==> src/rtl/pipeline_hazard_ctrl.sv <==
// Hazard and stage-control unit for the 5-stage pipeline: RAW/branch detection,
// stage enables/flushes, operand-bypass selects and saturating stall counters.
module pipeline_hazard_ctrl #(
   parameter int ADDR_W     = 5,
   parameter int FORWARD    = 1,
   parameter int BR_RESOLVE = 3,
   parameter int ZERO_REG   = 1,
   parameter int CNT_W      = 16
) (
   input  logic              clk,
   input  logic              rst,
   input  logic              id_valid,
   input  logic [ADDR_W-1:0] id_rs_addr,
   input  logic [ADDR_W-1:0] id_rt_addr,
   input  logic              id_rs_used,
   input  logic              id_rt_used,
   input  logic              id_wr_en,
   input  logic [ADDR_W-1:0] id_wr_addr,
   input  logic              id_is_load,
   input  logic              id_is_branch,
   output logic              if_en,
   output logic              id_en,
   output logic              exe_en,
   output logic              mem_en,
   output logic              wb_en,
   output logic              id_rst,
   output logic              exe_rst,
   output logic              data_stall,
   output logic              branch_stall,
   output logic [1:0]        fwd_a_sel,
   output logic [1:0]        fwd_b_sel,
   output logic [CNT_W-1:0]  data_stall_cnt,
   output logic [CNT_W-1:0]  branch_stall_cnt,
   output logic              br_state
);

   typedef struct packed {
      logic              valid;
      logic              wr_en;
      logic [ADDR_W-1:0] addr;
      logic              is_load;
   } sb_t;

   typedef enum logic {IDLE, WAIT} br_state_t;

   localparam logic [1:0] BR_INIT = 2'(BR_RESOLVE);

   sb_t       exe_q, mem_q, wb_q;
   br_state_t state_q, state_d;
   logic [1:0] cnt_q, cnt_d;

   logic id_live, in_wait, raw_stall, any_hit, load_use;
   logic rs_exe, rs_mem, rs_wb, rt_exe, rt_mem, rt_wb;

   function automatic logic src_hit(input logic used, input logic [ADDR_W-1:0] a,
                                    input sb_t e, input logic live);
      return used && live && e.valid && e.wr_en && (e.addr == a) &&
             !((ZERO_REG != 0) && (a == '0));
   endfunction

   // Youngest producer wins: EXE, then MEM, then WB.
   function automatic logic [1:0] pick(input logic h_exe, input logic h_mem, input logic h_wb);
      if (h_exe)      return 2'b01;
      else if (h_mem) return 2'b10;
      else if (h_wb)  return 2'b11;
      else            return 2'b00;
   endfunction

   always_comb begin
      in_wait  = (state_q == WAIT);
      id_live  = id_valid && !in_wait;
      rs_exe   = src_hit(id_rs_used, id_rs_addr, exe_q, id_live);
      rs_mem   = src_hit(id_rs_used, id_rs_addr, mem_q, id_live);
      rs_wb    = src_hit(id_rs_used, id_rs_addr, wb_q,  id_live);
      rt_exe   = src_hit(id_rt_used, id_rt_addr, exe_q, id_live);
      rt_mem   = src_hit(id_rt_used, id_rt_addr, mem_q, id_live);
      rt_wb    = src_hit(id_rt_used, id_rt_addr, wb_q,  id_live);
      any_hit  = rs_exe || rs_mem || rs_wb || rt_exe || rt_mem || rt_wb;
      load_use = (rs_exe || rt_exe) && exe_q.is_load;
      raw_stall = (FORWARD != 0) ? load_use : any_hit;

      data_stall   = rst && raw_stall;
      branch_stall = rst && in_wait;
      fwd_a_sel    = 2'b00;
      fwd_b_sel    = 2'b00;
      if ((FORWARD != 0) && rst && !raw_stall) begin
         fwd_a_sel = pick(rs_exe, rs_mem, rs_wb);
         fwd_b_sel = pick(rt_exe, rt_mem, rt_wb);
      end
   end

   always_comb begin
      if_en   = 1'b1;
      id_en   = 1'b1;
      exe_en  = 1'b1;
      mem_en  = 1'b1;
      wb_en   = 1'b1;
      id_rst  = 1'b0;
      exe_rst = 1'b0;
      if (!rst) begin
         if_en   = 1'b0;
         id_en   = 1'b0;
         exe_en  = 1'b0;
         mem_en  = 1'b0;
         wb_en   = 1'b0;
         id_rst  = 1'b1;
         exe_rst = 1'b1;
      end else if (in_wait) begin
         // IF is released on the last wait cycle so the PC takes the resolved target.
         if_en   = (cnt_q == 2'd1);
         id_rst  = 1'b1;
         exe_rst = 1'b1;
      end else if (raw_stall) begin
         if_en   = 1'b0;
         id_en   = 1'b0;
         exe_rst = 1'b1;
      end
   end

   always_comb begin
      state_d = state_q;
      cnt_d   = cnt_q;
      case (state_q)
         IDLE: begin
            if (id_live && id_is_branch && !raw_stall) begin
               state_d = WAIT;
               cnt_d   = BR_INIT;
            end
         end
         WAIT: begin
            cnt_d = cnt_q - 2'd1;
            if (cnt_q == 2'd1) state_d = IDLE;
         end
         default: state_d = IDLE;
      endcase
   end

   assign br_state = (state_q == WAIT);

   always_ff @(posedge clk) begin
      if (!rst) begin
         exe_q            <= '0;
         mem_q            <= '0;
         wb_q             <= '0;
         state_q          <= IDLE;
         cnt_q            <= '0;
         data_stall_cnt   <= '0;
         branch_stall_cnt <= '0;
      end else begin
         wb_q  <= mem_q;
         mem_q <= exe_q;
         if (data_stall || branch_stall)
            exe_q <= '0;
         else
            exe_q <= '{valid: id_valid, wr_en: id_wr_en, addr: id_wr_addr, is_load: id_is_load};
         state_q <= state_d;
         cnt_q   <= cnt_d;
         if (data_stall && (data_stall_cnt != '1))
            data_stall_cnt <= data_stall_cnt + 1'b1;
         if (branch_stall && (branch_stall_cnt != '1))
            branch_stall_cnt <= branch_stall_cnt + 1'b1;
      end
   end

endmodule

==> config.mk <==
export PLATFORM = sky130hd
export DESIGN_NAME = pipeline_hazard_ctrl
export DESIGN_NICKNAME = d
export VERILOG_FILES = /design/src/rtl/pipeline_hazard_ctrl.sv
export SDC_FILE = /design/constraint.sdc
export NUM_CORES = 1
export LEC_CHECK = 0
export ABC_AREA = 1
export BUFFER_PORTS_ARGS = -buffer_cell sky130_fd_sc_hd__buf_2
export CAP_MARGIN = 20
export CORE_MARGIN = 5
export CORE_UTILIZATION = 40
export CTS_CLUSTER_DIAMETER = 200
export CTS_CLUSTER_SIZE = 28
export DETAILED_ROUTE_END_ITERATION = 10
export SKIP_CTS_REPAIR_TIMING = 1
export SYNTH_ARGS = -nofsm -noshare
export SYNTH_HDL_FRONTEND = slang
export SYNTH_SLANG_ARGS = --single-unit
export TNS_END_PERCENT = 50
==> constraint.sdc <==
create_clock -name clk -period 2.12 [get_ports clk]
set_input_delay 0 -clock clk [delete_from_list [all_inputs] [get_ports clk]]
set_output_delay 0 -clock clk [all_outputs]
set_load 0.01 [all_outputs]
==> results of run 1 <==
==> cell type report <==
cell class | instances | area, um2
clock buffer | 10 | 128
clock inverter | 6 | 130
fill | 888 | 4020
inverter | 98 | 373
multi-input combinational | 389 | 1850
sequential | 57 | 1150
tap | 105 | 131
timing repair buffer | 84 | 480
==> worst reg2reg max path, cell delays in order, from the launching register on <==
cell     delay, ns
dfxtp_1       0.41
ha_1          0.22
nand2_1       0.08
nor3_1        0.31
inv_1         0.10
nor2_1        0.30
nand2_1       0.08
o21ai_0       0.15
a21oi_1       0.05
==> worst min-delay path by stage <==
stage                  startpoint  depth (start not counted)  slack [ns]                  end
finish               id_is_branch                          5        0.04  br_state$_SDFF_PN0_
global route         id_is_branch                          5        0.06  br_state$_SDFF_PN0_
CTS                 id_wr_addr[3]                          3       -0.14  exe_q[4]$_SDFF_PP0_
detailed placement  id_wr_addr[3]                          3        0.22  exe_q[4]$_SDFF_PP0_
global placement       id_is_load                          3        0.22  exe_q[0]$_SDFF_PP0_
floorplan                     rst                          1        0.09               exe_en
==> where the power goes <==
group | switching [mW] | total (mW) | internal (mW)
logic | 0.153 | 0.252 | 0.0987
registers | 0.0345 | 1.13 | 1.10
clock network | 0.463 | 1.36 | 0.896
total | 0.651 | 2.74 | 2.09
==> Yosys cell counts <==
library cell,n
a211oi_1,2
a21oi_1,23
buf_2,3
buf_4,3
buf_6,1
clkbuf_1,4
clkinv_1,1
clkinv_2,1
dfxtp_1,57
ha_1,3
inv_1,95
inv_2,1
nand2_1,156
nand2_2,3
nand2_4,2
nand3_1,33
nand3_2,2
nand4_1,10
nand4_4,1
nor2_1,94
nor2_4,2
nor3_1,11
nor4b_1,1
o211ai_1,1
o21ai_0,18
o22ai_1,3
or2_2,2
xnor2_1,8
xor2_1,14
==> routing by layer <==
| metal | share of wire (%) | vias to the layer above |
|---|---|---|
| li1 | - | 1874 |
| met1 | 49 | 1586 |
| met2 | 43 | 112 |
| met3 | 6.2 | 19 |
| met4 | 2.1 | 0 |
| met5 | 0 | - |
==> kinds of logic after synthesis <==
kind of cell               Yosys count  share of synthesized area, %
DFF                                 57                          33.6
and+or+nand+nor                    317                          39.7
xor gates and xnor gates            22                          5.67
AOI/OAI and AO/OA                   47                          7.25
buffers and inverters              109                          12.7
adders and majority gates            3                          1.10
==> sequential cells by signal, indices dropped and copies added (netlist names) <==
register	count
cnt_q	2
wb_q	7
mem_q	7
branch_stall_cnt	16
br_state	1
data_stall_cnt	16
exe_q	8
==> metrics by stage <==
step                std cells  worst slack [ns]  utilization [%]
global placement          721             0.264             46.5
detailed placement        721             0.262             46.5
CTS                       737            -0.125             49.6
finish                    749             0.147             51.3
global route              749           0.00935             51.3
floorplan                 555             0.391                -
==> summary.md, run 1 <==
| Metric | Value |
|---|---|
| Avg Vias per Cell | `4.79` |
| Cells on worst reg2reg path | `8` |
| Synth top area share | `33.6%` |
| # rows | `33` |
| Final Setup Violations | `0` |
| Overflow after GRT | `0` |
| Synth Register Bits | `57` |
| Gr usage total | `18.7%` |
| Worst path depth | `12` |
| Initial Utilization | `41.2%` |
| Yosys top cell by area | `dfxtp_1` |
| Largest net degree at the start of global routing | `44` |
| Most common cell after layout, fill and taps aside | `nand2_1` |
| Worst hold slack | `0.0433 ns` |
| Met1 track demand over resource | `25.9%` |
| RR Startpoint | `branch_stall_cnt[0]$_SDFFE_PN0P_` |
| Power Total | `2.74 mW` |
| F_max | `0.507 GHz` |
| GP Congestion | `0.909` |
| Worst path buffer plus inverter count | `3` |
| Layout cell share with drive strength beyond 1 | `17.5%` |
| Slew @ Worst Pin | `0.504 ns` |
| Dpl cell area | `3840 um2` |
| ANT cells | `0` |
| Vias | `3591` |
| Net count after synthesis | `581` |
| Die W | `102 um` |
| Final Hold Vio Count | `0` |
| Cell Chain, Critical Path | `inv_6, nand2_4, nor2_4, nand2_1, nor2_2, nand3_2, nand2_4, nand2_2, nand2_4, buf_4, nor2_1, buf_2` |
| Power Density | `647 nW/um2` |
| Crit-path most repeated cell | `nand2_4` |
| Router iterations before antenna repair | `4` |
| Worst vdd ir | `0.264 mV` |
| Port-buffer cells | `68` |
| Register area share after synthesis | `33.6%` |
| Setup crit end | `fwd_b_sel[1]` |
| DR WL/cell | `12.3 um` |
| Synth Area per Inst | `6.12 um2` |
| Vias in the first global route | `3345` |
| Nets | `665` |
| Critical path launch point type | `flop` |
| FF-to-FF End | `branch_stall_cnt[8]$_SDFFE_PN0P_` |
| Busiest grt layer | `met2` |
| CORE AREA | `8260 um2` |
| Grt met2 use | `28.2%` |
| Antenna violations before repair | `0` |
| Top Ports | `69` |
| Tcrit/Tclk final | `93.1%` |
| First-iteration detailed-routing DRC count | `154` |
| Post-Synthesis Cells | `555` |
| Slew Viols, Final | `0` |
| Die area | `10400 um2` |
| Slew headroom | `66.4%` |
| Slowest stage cell, crit path | `dfxtp_4` |
| Max-cap violations | `0` |
| Area contributors post-synth | `dfxtp_1 (34%), nand2_1 (17%), inv_1 (10%)` |
| Lkg Pwr | `2.13 nW` |
| Crit-path max cell delay | `0.38 ns` |
| Crit Path Max Fanout | `6` |
| Antenna Nets Post-Route | `0` |
| Drt total wl | `9230 um` |
| Kind of critical path | `reg -> out` |
| HP Class | `in -> reg` |
| TritonCTS Buffers | `9` |
| Crit. Startpoint | `br_state$_SDFF_PN0_` |
| Die H | `102 um` |
| Most frequent cells in the layout | `nand2_1 (156), inv_1 (95), nor2_1 (93)` |
| TritonCTS clock tree | `yes` |
| Setup crit end kind | `output port` |
| Insertion delay to the later sink of the worst-skew pair | `0.34 ns` |
| Clk pin slew, worst setup/hold paths | `0.07 ns` |
| Top Family by Delay on Critical Path | `simple AND/OR/NAND/NOR gates` |
| H-tree Lvls | `3` |
| Worst R2R Setup Slack | `0.30 ns` |
| Clock tree buffer depth | `2` |
| Unrepaired setup endpoints after global routing | `no` |
| Outcome | `finished, final reports clean` |
| Clock sink count | `57` |
| Mapped Area | `3400 um2` |
| Tmin final | `1.97 ns` |
| CTS root buf | `clkbuf_8` |
| Crit path required time | `2.12 ns` |
| Arrival @ worst endpoint | `1.97 ns` |
| GRT met3 Usage | `3.89%` |
| Layout area overhead | `24.8%` |
| Hpwl dp | `6960 um` |
| Post-Route Skew | `0.0109 ns` |
| Synth warn | `0` |
| Final TNS setup | `0 ns` |
| Distinct cells, synth | `29` |
| DRC violations left | `0` |
| Design area | `4240 um2` |
| First-pass GRT wire length | `15500 um` |
Power figures use the tool's default switching activity.
==> inputs of run 2 (changes only) <==
--- a/config.mk
+++ b/config.mk
@@ -13,6 +13,7 @@
 export CTS_CLUSTER_DIAMETER = 200
 export CTS_CLUSTER_SIZE = 28
 export DETAILED_ROUTE_END_ITERATION = 10
+export REMOVE_ABC_BUFFERS = 1
 export SKIP_CTS_REPAIR_TIMING = 1
 export SYNTH_ARGS = -nofsm -noshare
 export SYNTH_HDL_FRONTEND = slang
==> summary.md, run 2 (synthesis results as in run 1) <==
| Metric | Value |
|---|---|
| Outcome | `finished, violations left` |
| Violated checks | `negative hold slack` |
| Drt total wl | `9160 um` |
| Most frequent cells in the layout | `nand2_1 (155), inv_1 (95), nor2_1 (93)` |
| Vias in the first global route | `3338` |
| CORE AREA | `8260 um2` |
| Lkg Pwr | `2.10 nW` |
| Worst path buffer plus inverter count | `3` |
| Final non-filler cell total | `750` |
| Critical path launch point type | `flop` |
| F_max | `0.507 GHz` |
| Nets | `666` |
| Comb pwr share | `10.4%` |
| Fill cells | `888` |
| Initial Utilization | `41.2%` |
| Slew Viols, Final | `0` |
| Worst vdd ir | `0.283 mV` |
| Layout cell share with drive strength beyond 1 | `17.5%` |
| Antenna Nets Post-Route | `0` |
| Power Density | `580 nW/um2` |
| Clk network pwr share | `43.1%` |
| Clock tree buffer depth | `2` |
| Final core utilization | `50.6%` |
| Die area | `10400 um2` |
| Overflow after GRT | `0` |
| Design area | `4180 um2` |
| Tmin final | `1.97 ns` |
| Slowest stage cell, crit path | `dfxtp_4` |
| Crit-path most repeated cell | `nand2_4` |
| Slew headroom | `66.5%` |
| Post-Route Skew | `0.0105 ns` |
| Die W | `102 um` |
| Crit. Startpoint | `br_state$_SDFF_PN0_` |
| Crit Path Max Fanout | `7` |
| Avg Vias per Cell | `4.69` |
| TritonCTS clock tree | `yes` |
| First-pass GRT wire length | `15100 um` |
| Max-cap violations | `0` |
| DR WL/cell | `12.2 um` |
| H-tree Lvls | `3` |
| Worst hold slack | `-0.00924 ns` |
| Gr usage total | `18.1%` |
| Top Ports | `69` |
| CTS root buf | `clkbuf_8` |
| DRC violations left | `0` |
| Arrival @ worst endpoint | `1.97 ns` |
| Setup crit end kind | `output port` |
| Slew @ Worst Pin | `0.502 ns` |
| Area of the multi-input gates | `1840 um2` |
| Clock sink count | `57` |
| Kind of critical path | `reg -> out` |
| HP Class | `in -> reg` |
| HP Start | `id_valid` |
| Layout area overhead | `23.0%` |
| Final Hold Vio Count | `1` |
| Inst Count DP | `723` |
| First-iteration detailed-routing DRC count | `104` |
| Dpl cell area | `3850 um2` |
| ANT cells | `0` |
| RR Startpoint | `data_stall_cnt[0]$_SDFFE_PN0P_` |
| GP Congestion | `0.866` |
| Router iterations before antenna repair | `4` |
| Die H | `102 um` |
| Insertion delay to the later sink of the worst-skew pair | `0.33 ns` |
| Most common cell after layout, fill and taps aside | `nand2_1` |
| Tcrit/Tclk final | `93.0%` |
| Cell Chain, Critical Path | `clkinv_4, nand2_4, nor2_4, nand2_1, nor2_1, nand3_2, nand2_4, nand2_2, nand2_4, buf_4, a21oi_1, buf_2` |
| TritonCTS Buffers | `9` |
| Antenna violations before repair | `0` |
| Port-buffer cells | `68` |
| Sw frac | `27.9%` |
| Crit-path max cell delay | `0.37 ns` |
| # rows | `33` |
| Int Pwr | `1.75 mW` |
| Hpwl dp | `7170 um` |
| Biggest regs | `branch_stall_cnt x16, data_stall_cnt x16, exe_q x8` |
| Clk pin slew, worst setup/hold paths | `0.07 ns` |
| Flop pwr share | `46.5%` |
| Psw | `0.677 mW` |
| Final Setup Violations | `0` |
| Vias | `3519` |
| Crit path required time | `2.12 ns` |
| Top Family by Delay on Critical Path | `simple AND/OR/NAND/NOR gates` |
| Storage element area | `1150 um2` |
| Largest net degree at the start of global routing | `31` |
==> run 2: final cells by class <==
cell class                      instances  share of cell area (%)
Multi-Input combinational cell        389                    44.0
Clock buffer                            9                    2.96
Timing Repair Buffer                   85                    11.6
Inverter                               98                    8.92
Clock inverter                          7                    1.92
Tap cell                              105                    3.14
Sequential cell                        57                    27.4
==> run 2: power groups by stage <==
stage	logic, mW	clock network [mW]	registers, mW
2_1_floorplan	0.136	0	1.14
3_3_place_gp	0.232	0	1.15
3_5_place_dp	0.234	0	1.15
4_1_cts	0.235	1.07	1.13
5_1_grt	0.289	1.13	1.13
6_report	0.252	1.04	1.13
==> run 2: final timing paths <==
check / end / slack, ns / depth (start not counted)
setup / recovery: fwd_b_sel[0] / 0.15 / 12
hold / removal: exe_q[7]$_SDFF_PP0_ / -0.009 / 3
setup reg to reg: data_stall_cnt[11]$_SDFFE_PN0P_ / 0.27 / 10
hold reg to reg: wb_q[7]$_SDFF_PN0_ / 0.43 / 2
==> run 2: stage by stage <==
stage,hold slack [ns],power [mW],TNS (ns),worst slack [ns]
global route,0.00522,2.55,-0.0492,-0.0253
global placement,0.221,1.38,0,0.274
finish,-0.00924,2.42,0,0.148
floorplan,0,1.28,0,0.458
detailed placement,0.218,1.39,0,0.244
CTS,-0.155,2.44,-0.117,-0.104
==> run 2: metal layers <==
layer / vias to the layer above / share of wire, % / GRT usage, %
li1: 1871 / - / -
met4: 0 / 1.5 / 7.47
met1: 1573 / 47 / 23.9
met2: 65 / 47 / 29.1
met3: 10 / 4.5 / 3.21
met5: - / 0 / 0
==> run 2: worst min-delay path, delay by kind of cell <==
| kind | cells | cell delay [ns] |
|---|---|---|
| AND/OR/NAND/NOR | 2 | 0.19 |
| buffers and inverters | 1 | 0.10 |
==> inputs of run 3 (changes only) <==
--- a/config.mk
+++ b/config.mk
@@ -8,11 +8,14 @@
 export ABC_AREA = 1
 export BUFFER_PORTS_ARGS = -buffer_cell sky130_fd_sc_hd__buf_2
 export CAP_MARGIN = 20
-export CORE_MARGIN = 5
-export CORE_UTILIZATION = 40
+export CELL_PAD_IN_SITES_DETAIL_PLACEMENT = 1
+export CELL_PAD_IN_SITES_GLOBAL_PLACEMENT = 1
+export CORE_UTILIZATION = 39
+export CTS_BUF_LIST = sky130_fd_sc_hd__clkbuf_8
 export CTS_CLUSTER_DIAMETER = 200
 export CTS_CLUSTER_SIZE = 28
 export DETAILED_ROUTE_END_ITERATION = 10
+export PLACE_DENSITY_LB_ADDON = 0.1
 export REMOVE_ABC_BUFFERS = 1
 export SKIP_CTS_REPAIR_TIMING = 1
 export SYNTH_ARGS = -nofsm -noshare
==> summary.md, run 3 (synthesis results as in run 1) <==
| Metric | Value |
|---|---|
| Final core utilization | `50.6%` |
| Clock tree buffer depth | `2` |
| FF-to-FF End | `data_stall_cnt[0]$_SDFFE_PN0P_` |
| Avg Vias per Cell | `4.91` |
| Slew Viols, Final | `0` |
| Clk pin slew, worst setup/hold paths | `0.07 ns` |
| Nets | `668` |
| F_max | `0.503 GHz` |
| GP Congestion | `0.863` |
| Crit-path most repeated cell | `nand2_1` |
| Cell Chain, Critical Path | `inv_1, nand2_1, nand2_1, nand2_1, nor2_1, nand3_2, nand2_4, nand2_2, nand2_4, buf_12, a21oi_1, buf_2` |
| Initial Utilization | `40.7%` |
| Final Hold Vio Count | `0` |
| CTS root buf | `clkbuf_8` |
| DR WL/cell | `14.1 um` |
| Crit. Startpoint | `exe_q[5]$_SDFF_PP0_` |
| Top Family by Delay on Critical Path | `simple AND/OR/NAND/NOR gates` |
| Arrival @ worst endpoint | `1.99 ns` |
| Vias in the first global route | `3690` |
| Largest net degree at the start of global routing | `44` |
| Hold path depth | `3` |
| Slew headroom | `64.3%` |
| Lkg Pwr | `2.12 nW` |
| Die H | `95.3 um` |
| Worst vdd ir | `0.392 mV` |
| Critical path launch point type | `flop` |
| Antenna Nets Post-Route | `0` |
| Inst Count DP | `723` |
| Max-cap violations | `0` |
| Gr usage total | `24.0%` |
| Antenna violations before repair | `0` |
| Most common cell after layout, fill and taps aside | `nand2_1` |
| Insertion delay to the later sink of the worst-skew pair | `0.33 ns` |
| Slowest stage cell, crit path | `dfxtp_1` |
| TritonCTS clock tree | `yes` |
| Setup crit end kind | `output port` |
| Crit-path max cell delay | `0.44 ns` |
| Top Ports | `69` |
| Vias | `3691` |
| Final non-filler cell total | `752` |
| ANT cells | `0` |
| Router iterations before antenna repair | `4` |
| HP Start | `id_valid` |
| Die W | `95.3 um` |
| HP Class | `in -> reg` |
| Final Setup Violations | `0` |
| H-tree Lvls | `3` |
| # rows | `33` |
| First-pass GRT wire length | `16800 um` |
| Power Density | `596 nW/um2` |
| Cells on worst reg2reg path | `11` |
| Crit path required time | `2.12 ns` |
| Kind of critical path | `reg -> out` |
| Port-buffer cells | `68` |
| Slew @ Worst Pin | `0.535 ns` |
| Biggest regs | `branch_stall_cnt x16, data_stall_cnt x16, exe_q x8` |
| First-iteration detailed-routing DRC count | `89` |
| Tcrit/Tclk final | `93.8%` |
| Final TNS setup | `0 ns` |
| Drt total wl | `10600 um` |
| Most frequent cells in the layout | `nand2_1 (155), inv_1 (95), nor2_1 (94)` |
| TritonCTS Buffers | `9` |
| Die area | `9090 um2` |
| Clock sink count | `57` |
| Tmin final | `1.99 ns` |
| Outcome | `finished, final reports clean` |
| Overflow after GRT | `0` |
| Crit Path Max Fanout | `6` |
| Hpwl dp | `8030 um` |
| Post-Route Skew | `0.00946 ns` |
| Layout cell share with drive strength beyond 1 | `17.5%` |
| CORE AREA | `8340 um2` |
| Worst path buffer plus inverter count | `3` |
| Worst R2R Setup Slack | `0.19 ns` |
| WHS Endpoint | `exe_q[7]$_SDFF_PP0_` |
| Layout area overhead | `24.2%` |
| RR Startpoint | `br_state$_SDFF_PN0_` |
| DRC violations left | `0` |
[run 3: changes by cell type in the layout (fill, tap and decap cells not counted), sizes merged]
| cell | before | now |
|---|---|---|
| nand4 | 11 | 12 |
| clkinv | 5 | 2 |
| clkinvlp | 2 | 4 |
| buf | 78 | 79 |
| bufinv | 1 | 2 |
[run 3: worst max path at each step]
stage               slack [ns]  cells past startpoint                         endpoint
floorplan                 0.46                     10   data_stall_cnt[0]$_SDFFE_PN0P_
global placement          0.24                     12              exe_q[0]$_SDFF_PP0_
detailed placement        0.16                     10  data_stall_cnt[14]$_SDFFE_PN0P_
CTS                      -0.16                     12                          exe_rst
global route             -0.03                     11                     fwd_b_sel[1]
finish                    0.13                     12                     fwd_a_sel[0]
[run 3: per-layer routing]
metal | GRT usage [%] | routed length [um] | vias to the layer above
met5 | 0 | 0 | -
met4 | 7.83 | 135 | 0
met3 | 3.91 | 429 | 12
met2 | 42.9 | 5330 | 76
met1 | 29.1 | 4730 | 1732
li1 | - | - | 1871
[run 3: final cells by class]
type	instances	area (um2)
Clock inverter	7	95.1
Timing Repair Buffer	86	505
Fill cell	1187	4120
Tap cell	105	131
Inverter	98	370
Sequential cell	57	1140
Multi-Input combinational cell	390	1850
Clock buffer	9	124
[run 3: power by group]
group          total, mW  switching, mW  internal (mW)
Clock               1.12          0.463          0.658
Sequential          1.13         0.0310           1.10
Combinational      0.266          0.163          0.102
Total               2.52          0.657           1.86
[run 3: stage by stage]
| step | hold WS [ns] | area, um2 | total power [mW] | setup WS, ns |
|---|---|---|---|---|
| after CTS | -0.139 | 4070 | 2.54 | -0.162 |
| final | 0.0199 | 4220 | 2.52 | 0.131 |
| after detailed placement | 0.224 | 3850 | 1.40 | 0.158 |
| after global placement | 0.216 | 3850 | 1.39 | 0.236 |
| after floorplan | 0 | 3330 | 1.28 | 0.458 |
| after global routing | 0.00603 | 4220 | 2.65 | -0.0303 |
[run 3: worst reg2reg max path, delay by kind of cell (launching register included)]
kind                   cells  cell delay, ns
and+or+nand+nor            9            1.17
buffers and inverters      2            0.29
DFF                        1            0.37
